===== config.mk =====
export PLATFORM = sky130hd
export DESIGN_NAME = memory_access_controller
export DESIGN_NICKNAME = d
export VERILOG_FILES = /design/src/rtl/memory_access_controller.sv
export SDC_FILE = /design/constraint.sdc
export NUM_CORES = 1
export LEC_CHECK = 0
export BUFFER_PORTS_ARGS = -buffer_cell sky130_fd_sc_hd__buf_2
export CAP_MARGIN = 20
export CORE_MARGIN = 2
export CORE_UTILIZATION = 49
export CTS_BUF_LIST = sky130_fd_sc_hd__clkbuf_4 sky130_fd_sc_hd__clkbuf_8
export CTS_CLUSTER_DIAMETER = 150
export DETAILED_ROUTE_END_ITERATION = 6
export PLACE_DENSITY = 0.82
export SLEW_MARGIN = 40
export SYNTH_ARGS = -nofsm -noshare
export SYNTH_HDL_FRONTEND = slang
export SYNTH_SLANG_ARGS = --single-unit

===== constraint.sdc =====
create_clock -name clk -period 2.63 [get_ports clk]
set_input_delay 0.526 -clock clk [delete_from_list [all_inputs] [get_ports clk]]
set_output_delay 0.526 -clock clk [all_outputs]
set_load 0.05 [all_outputs]

===== src/rtl/memory_access_controller.sv =====
// Data-memory access controller: one load/store per instruction over a
// valid/ready request bus, with done/fault pulses for the stall logic.
module memory_access_controller #(
  parameter int unsigned TIMEOUT_CYCLES = 255
) (
  input  logic        clk,
  input  logic        reset,
  input  logic        memory_read,
  input  logic        memory_write,
  input  logic [31:0] address,
  input  logic [31:0] write_data,
  input  logic [3:0]  write_mask,
  output logic [31:0] read_data,
  output logic        read_done,
  output logic        write_done,
  output logic        busy,
  output logic        access_fault,
  output logic        bus_req_valid,
  input  logic        bus_req_ready,
  output logic        bus_req_write,
  output logic [31:0] bus_req_address,
  output logic [31:0] bus_req_wdata,
  output logic [3:0]  bus_req_wmask,
  input  logic        bus_resp_valid,
  input  logic [31:0] bus_resp_rdata,
  input  logic        bus_resp_error
);

  typedef enum logic [1:0] {
    IDLE,
    REQ,
    WAIT_RESP,
    DONE
  } state_e;

  localparam logic [15:0] TO_LAST = 16'(TIMEOUT_CYCLES - 1);

  state_e      state_q, state_d;
  logic        wr_q, wr_d;
  logic [31:0] addr_q, addr_d;
  logic [31:0] wdata_q, wdata_d;
  logic [3:0]  wmask_q, wmask_d;
  logic [15:0] cnt_q, cnt_d;
  logic        fault_q, fault_d;
  logic [31:0] rdata_q, rdata_d;

  always_comb begin
    state_d = state_q;
    wr_d    = wr_q;
    addr_d  = addr_q;
    wdata_d = wdata_q;
    wmask_d = wmask_q;
    cnt_d   = cnt_q;
    fault_d = fault_q;
    rdata_d = rdata_q;
    unique case (state_q)
      IDLE: begin
        // Write wins over a simultaneous read; the read is dropped.
        if (memory_write || memory_read) begin
          state_d = REQ;
          wr_d    = memory_write;
          addr_d  = address & 32'hFFFF_FFFC;
          wdata_d = write_data;
          wmask_d = memory_write ? write_mask : 4'b0000;
          fault_d = 1'b0;
        end
      end
      REQ: begin
        if (bus_req_ready) begin
          state_d = WAIT_RESP;
          cnt_d   = '0;
        end
      end
      WAIT_RESP: begin
        cnt_d = cnt_q + 16'd1;
        // A response on the timeout cycle takes precedence.
        if (bus_resp_valid) begin
          state_d = DONE;
          fault_d = bus_resp_error;
          if (!wr_q && !bus_resp_error) begin
            rdata_d = bus_resp_rdata;
          end
        end else if (cnt_q == TO_LAST) begin
          state_d = DONE;
          fault_d = 1'b1;
        end
      end
      DONE: begin
        state_d = IDLE;
      end
      default: begin
        state_d = IDLE;
      end
    endcase
  end

  always_ff @(posedge clk or negedge reset) begin
    if (!reset) begin
      state_q <= IDLE;
      wr_q    <= 1'b0;
      addr_q  <= '0;
      wdata_q <= '0;
      wmask_q <= '0;
      cnt_q   <= '0;
      fault_q <= 1'b0;
      rdata_q <= '0;
    end else begin
      state_q <= state_d;
      wr_q    <= wr_d;
      addr_q  <= addr_d;
      wdata_q <= wdata_d;
      wmask_q <= wmask_d;
      cnt_q   <= cnt_d;
      fault_q <= fault_d;
      rdata_q <= rdata_d;
    end
  end

  assign busy            = (state_q != IDLE);
  assign bus_req_valid   = (state_q == REQ);
  assign bus_req_write   = wr_q;
  assign bus_req_address = addr_q;
  assign bus_req_wdata   = wdata_q;
  assign bus_req_wmask   = wmask_q;
  assign read_data       = rdata_q;
  assign write_done      = (state_q == DONE) && wr_q;
  assign read_done       = (state_q == DONE) && !wr_q;
  assign access_fault    = (state_q == DONE) && fault_q;

endmodule


==> results of run 1 <==
-- through the flow --
stage	setup slack, ps	hold WS, ps	instances	area, sq um
6_report	297	92.3	716	6540
5_1_grt	0.542	128	716	6540
4_1_cts	300	97.8	715	6520
3_5_place_dp	299	455	683	6080
3_3_place_gp	418	454	683	6080
2_1_floorplan	351	230	352	4840
-- final cells by class --
class	count	area (sq um)	share of cell area [%]
well taps	133	166	2.54
flip-flops and latches	118	2950	45.2
clock buffers	19	255	3.90
multi-input cells	211	1800	27.6
clock inverters	13	193	2.95
repair buffers	215	1140	17.5
inverters	7	26.3	0.402
-- per-layer routing --
| metal | vias up | part of all wire, % |
|---|---|---|
| met3 | 19 | 7.0 |
| met1 | 1750 | 38 |
| met4 | 0 | 1.9 |
| met5 | - | 0 |
| met2 | 145 | 53 |
| li1 | 1690 | - |
-- flip-flops by register name, summed over array words and instances, names as in the netlist --
name / flops
bus_req_write: 1
fault_q: 1
bus_req_address: 30
bus_req_wmask: 4
bus_req_wdata: 32
read_data: 32
state_q: 2
cnt_q: 16
-- final timing paths --
path / endpoint / depth (start not counted) / startpoint
setup / recovery: cnt_q[9] / 7 / state_q[0]
hold / removal: bus_req_address[18] / 1 / reset
setup reg to reg: cnt_q[9] / 7 / state_q[0]
hold reg to reg: bus_req_wmask[1] / 2 / bus_req_wmask[1]
max in group asynchronous: bus_req_wdata[6] / 2 / reset
min in group clk: bus_req_address[10] / 2 / address[10]
-- cells by family after synthesis --
kind of cell,share of synthesized area [%]
buf+inv,2.07
flops,61.0
simple gates,7.71
xor+xnor,0.362
other cells,0.0775
fa+ha+maj,1.81
compound gates,4.40
mux,22.5
-- synthesized netlist by cell type (2+ instances only) --
library cell and count:
o211ai_1 4, nor4_1 2, clkbuf_1 8, nand3_2 2
or4_1 2, nand2b_1 4, mux2_2 95, or2_2 2
nor3_1 4, ha_1 7, o21ai_0 8, nor2_1 5
inv_1 7, nand2_1 23, buf_4 2, xnor2_1 2
a21oi_1 7, nand4_1 4, and3_1 2, buf_2 5
or3_1 3, a21o_1 2, o31ai_1 6, mux2i_1 2
dfrtp_1 118, nand3_1 10, and2_1 2
==> metrics list, run 1 <==
- The run finished with clean final reports.
- Setup violations remaining at the end of the flow were counted as 0.
- Crit end category: flip-flop
- In the final routed layout, each cell accounts on average for 16.3 microns.
- STA classifies the critical path startpoint as a flip-flop.
- Global routing consumed, on the met3 layer, under 10% of the routing resources.
- By startpoint and endpoint, the worst setup path is classified as reg2reg.
* FF+latch count, synth: roughly 120
* Fraction of layout instances using a drive strength above 1: roughly three fifths
* Area leader, netlist: dfrtp_1
- The slowest stage of the critical path is the nor4_1 cell.
- Most common library cell in the layout ignoring fill and taps: buf_2
- Via density: roughly 5.0
- In the final design database the tool counted between 600 and 700 nets.
- Number of hold buffers added after CTS: 0
* Initial antenna violation count: 0
- In the global route stage, overall resource usage came out at between 20% and 30%.
* Count of TritonRoute iterations in the first routing pass: 4
* Seq/Total Area, Yosys: around three fifths
- The routed design has approximately 12000 microns of wire.
* Clock transition time at the flip-flop clock pins of the worst setup and hold paths: roughly 80 ps
* Final total negative setup slack: 0 ps
* Worst reg-to-reg setup slack: around 300 ps
- The number of pins with negative max-slew slack in the final report is 0.
* Ys async rst share: 100%
* Insertion delay of the later-clocked pin in the worst-skew pair: 420 ps
- In this run the vertical extent of the chip is approximately 100 microns.
- Classification of the worst-slack hold path: in2async
* Commonest cells after routing, fill and taps aside: 207 x buf_2, 118 x dfrtp_1, 95 x mux2_2
- The most used flip-flop cell after synthesis is dfrtp_1.
* Routability cong.: approximately 0.85
* Core ar.: between 9000 and 10000 sq um
- Broken down by cell family, the worst path's largest delay share belongs to simple AND/OR/NAND/NOR gates.
- The wire-length estimate of the detail-placed layout is about 8800 microns.
- Clock tree from TritonCTS: done
- Measured along the x axis, the die boundary spans between 100 and 150 microns.
- Worst slew margin relative to its limit: 62.2%
- Number of inserted filler cells in the final layout: ~710
- Worst Path Max Fanout: 17
- Final core occ: slightly below 70%
* Number of resized instances in the post-cts repair step: 0
- Via count: ~3600
* Dominant cells by area after synthesis: dfrtp_1 61%, mux2_2 22%, ha_1 1.8%
- The repair_antennas step left the layout with diodes totalling 0.
* Number of I/O port buffers: roughly 210
* Iter 0 DRT Violations: between 100 and 150
- Global Route met2 Usage: between 30% and 40%
- Largest stage delay on the critical path: 520 ps
- The clock net in this run drives a total of between 100 and 150 sinks.
* Synth unique cells: 40
- In this run the number of H-tree levels came out at 4.
- Counting along the longest clock path gives a buffer depth of 2.
* Number of primary I/O pins: between 200 and 250
- The critical path goes through inv_1 -> ha_1 -> mux2i_1 -> buf_4 -> nor4_1 -> a31o_2 -> a21oi_1.
* Synthesis-to-finish area growth: 35.2%
- Combined area of all synthesized cells: slightly below 5000 sq um
- For the worst setup path, the data arrival time is ~2600 ps.
* Die Area: 10700 sq um
* Post-route DRC violation count: 0
- Fin. Hold Viols: 0
* Achievable clock frequency: between 400 and 500 MHz
- Across the run, the number of max-cap violations was 0.
* Row count: 36
- Across the routed clock network, the largest skew measured is between 15 and 20 ps.
- Starting density of the core: between 40% and 50%
- Each instance of the synthesized netlist takes up on average 13.8 sq um.
* Count of flip-flops with a built-in enable after synthesis: 0
- For the pin with the worst max-slew slack, the measured transition is 566 ps.
- Antenna Nets Post-Route: 0
- The critical path contains buffers and inverters numbering 2 combined.
- Buffers inserted during clock tree synthesis total 17.
* Buffer cell driving the clock tree root: clkbuf_8
* Via count of the first global-routing pass: 3509
- Buffers inserted during post-CTS setup optimization: 0
* Setup repair after global routing missed its margin: no
- Cells after Synth: 351
- Pin count of the biggest net entering global routing: 48
- After global routing, the most crowded layer is met2.
* Data required time of the worst path: between 2000 and 3000 ps
- The Yosys step of the flow raised 0 warnings.
- The first global-routing pass estimated between 15000 and 20000 microns of wire.
- The smallest clock period supported by the final layout is computed as between 2000 and 2500 ps.
- For this run, global-route usage on met1 was measured as 25.2%.
- Total global routing overflow: 0
- Top-area cell type share of the netlist area: 61.0%
- Of the available clock period, the critical path in the final layout requires roughly nine tenths.
Power of run 1 is left out: the tool's default activity adds up to more than one toggle a clock period on the data nets, which glitch-free logic cannot reach.
==> run 2: changes to the inputs <==
--- a/config.mk
+++ b/config.mk
@@ -8,11 +8,12 @@
 export BUFFER_PORTS_ARGS = -buffer_cell sky130_fd_sc_hd__buf_2
 export CAP_MARGIN = 20
 export CORE_MARGIN = 2
-export CORE_UTILIZATION = 49
+export CORE_UTILIZATION = 53
 export CTS_BUF_LIST = sky130_fd_sc_hd__clkbuf_4 sky130_fd_sc_hd__clkbuf_8
 export CTS_CLUSTER_DIAMETER = 150
 export DETAILED_ROUTE_END_ITERATION = 6
-export PLACE_DENSITY = 0.82
+export HOLD_SLACK_MARGIN = 0.08
+export PLACE_DENSITY = 0.88
 export SLEW_MARGIN = 40
 export SYNTH_ARGS = -nofsm -noshare
 export SYNTH_HDL_FRONTEND = slang
==> constraint.sdc (replaced) <==
create_clock -name clk -period 3 [get_ports clk]
set_input_delay 0.6 -clock clk [delete_from_list [all_inputs] [get_ports clk]]
set_output_delay 0.6 -clock clk [all_outputs]
set_load 0.05 [all_outputs]
==> run 2 against run 1 <==
  * Non-clock buffer count up 2
  * Final area down 0.55%
  * Global-route usage grew 1.2 points
  * Sequential cell count is the same
  * Critical path type unchanged
  * Critical endpoint is now cnt_q[14]
  * Largest cell class unchanged
==> metrics list, run 2 (synthesis results as in run 1) <==
* Number of I/O port buffers: 208 (unchanged)
- Cell chain of the critical path: inv_1 -> ha_1 -> mux2i_1 -> nand4b_1 -> or4_1 -> a21oi_1
- Leaving out fill and tap cells, the most frequent cells in the layout are 207 x buf_2, 118 x dfrtp_1, 95 x mux2_2.
- Fraction of layout instances using a drive strength above 1: 60.3% (+0.14 points)
* Run status: finished, final reports clean
- Count of nets after finishing: 686 (+0.29%)
* Count of TritonRoute iterations in the first routing pass: 4 (unchanged)
- The post-route minimum period was 2470 ps (+142 ps).
- Most common library cell in the layout ignoring fill and taps: buf_2
- Number of buffers on the longest clock path: 2 (unchanged)
- The worst path arrival time was 2800 ps (+180 ps).
- Routability cong.: 0.831 (-2.5%)
* Buffer cell driving the clock tree root: clkbuf_8
- The final-layout worst hold slack was 194 ps (+101 ps).
- The slowest stage of the critical path is the or4_1 cell.
- Transition time at the pin with the least slew margin: 627 ps (+60.6 ps)
- The area growth from synthesis to layout is 34.4%.
- Number of pins with negative max-slew slack in the final report: 0 (unchanged)
- Max-cap violation count: 0 (unchanged)
- The number of clock buffers inserted by TritonCTS was 17 (unchanged).
- The number of sinks handled by clock tree synthesis is 118 (unchanged).
* Buffers inserted during post-CTS setup optimization: 0 (unchanged)
- Classification of the worst-slack hold path: in2async
- Clock transition time at the flip-flop clock pins of the worst setup and hold paths: 70 ps (about the same)
- The worst stage delay on the critical path came to 540 ps (+20 ps).
* Total global routing overflow: 0 (unchanged)
- Post-route DRC violation count: 0 (unchanged)
- Maximum clock skew at final layout: 9.28 ps (-6.83 ps)
- The die footprint is 9910 sq um (-7.3%).
- Crit-path leading delay family: simple AND/OR/NAND/NOR gates
- Maximum level of the CTS H-tree: 4 (unchanged)
- Row count: 34 (-5.6%)
* Initial antenna violation count: 0 (unchanged)
* Worst path buffer plus inverter count: 1 (-1)
- Number of antenna repair diodes: 0 (unchanged)
- Via count of the first global-routing pass: 3715 (+5.9%)
- Antenna Nets Post-Route: 0 (unchanged)
- Mean routed wirelength per cell: 15.8 microns (-2.6%)
- The final-report setup violation count was 0 (unchanged).
- Number of primary I/O pins: 213 (unchanged)
- Via count: 3625 (+0.58%)
- Inst Count DP: 661 (-3.2%)
- Insertion delay of the later-clocked pin in the worst-skew pair: 410 ps (about the same)
* Worst slew margin relative to its limit: 57.0% (-5.2 points)
- The hold violation count in the final report was 0 (unchanged).
- The vertical die dimension is 99.5 microns (-3.7%).
- The post-cts repair resize count was 0 (unchanged).
* Data required time of the worst path: 3330 ps (+420 ps)
* Period utilisation layout: 82.5% (-6.2 points)
- Starting density of the core: 54.9% (+5.0 points)
* Wire length reported by the detailed router: 11000 microns (-5.8%)
- The non-filler instance count after layout came to 693 (-3.2%).
* Pin count of the biggest net entering global routing: 72 (+50%)
* Number of hold buffers added after CTS: 0 (unchanged)
- The top fanout value on the critical path came to 12 (-5).
* Final core occ: 73.8% (+6.3 points)
- The aggregate negative setup slack came to 0 ps (unchanged).
* Via density: 5.23 (+3.9%)
- Dpl hpwl: 8260 microns (-5.9%)
- Clock tree from TritonCTS: done
- The global-route usage over all layers was 22.6% (+1.2 points).
- Worst Setup Path Type: reg2reg
- Setup repair after global routing missed its margin: no
* Achievable clock frequency: 404 MHz (-5.7%)
* Iter 0 DRT Violations: 149 (+23%)
- The worst setup path is launched from a flip-flop.
- The die width is 99.5 microns (-3.7%).
* Crit end category: flip-flop
- Core ar.: 8810 sq um (-9.1%)
- The first-pass GRT wire length was 17300 microns (+0.48%).
-- run 2: changes by cell type in the layout (fill, tap and decap cells not counted), sizes merged --
| cell | previous run | this run |
|---|---|---|
| inv | 11 | 9 |
| clkinv | 3 | 5 |
| buf | 215 | 217 |
-- run 2: worst register-to-register path: stages, from the launching register on --
cell and delay, ps:
dfrtp_1 420, inv_1 120, ha_1 430, mux2i_1 320
nand4b_1 400, or4_1 540, a21oi_1 170
-- run 2: final cells by class --
class,count,area [sq um]
multi-input combinational,211,1800
clock inverter,13,199
clock buffer,19,249
tap,108,135
timing repair buffer,217,1140
sequential,118,2950
fill,601,2300
inverter,7,26.3
-- run 2: path summary, 6_finish.rpt --
path,from,endpoint,cells after the start,slack (ps)
max,state_q[0],cnt_q[14],6,530
min,reset,bus_req_address[31],1,190
max reg2reg,state_q[0],cnt_q[14],6,530
min reg2reg,bus_req_wmask[3],bus_req_wmask[3],2,470
max in group asynchronous,reset,read_data[20],2,2040
min in group clk,write_data[13],bus_req_wdata[13],2,410
-- run 2: per-stage QoR --
step,setup slack (ps),instance area [sq um]
2_1_floorplan,721,4840
3_5_place_dp,624,6050
4_1_cts,531,6500
3_3_place_gp,652,6050
6_report,526,6500
5_1_grt,265,6500
-- run 2: routing by layer --
metal	wire, microns	part of all wire (%)	up-vias	global-route usage [%]
li1	-	-	1691	-
met1	4430	40	1746	26.9
met2	5570	51	175	38.7
met3	846	7.7	13	6.82
met4	124	1.1	0	8.43
met5	0	0	-	0
Power of run 2 is left out for the same reason.
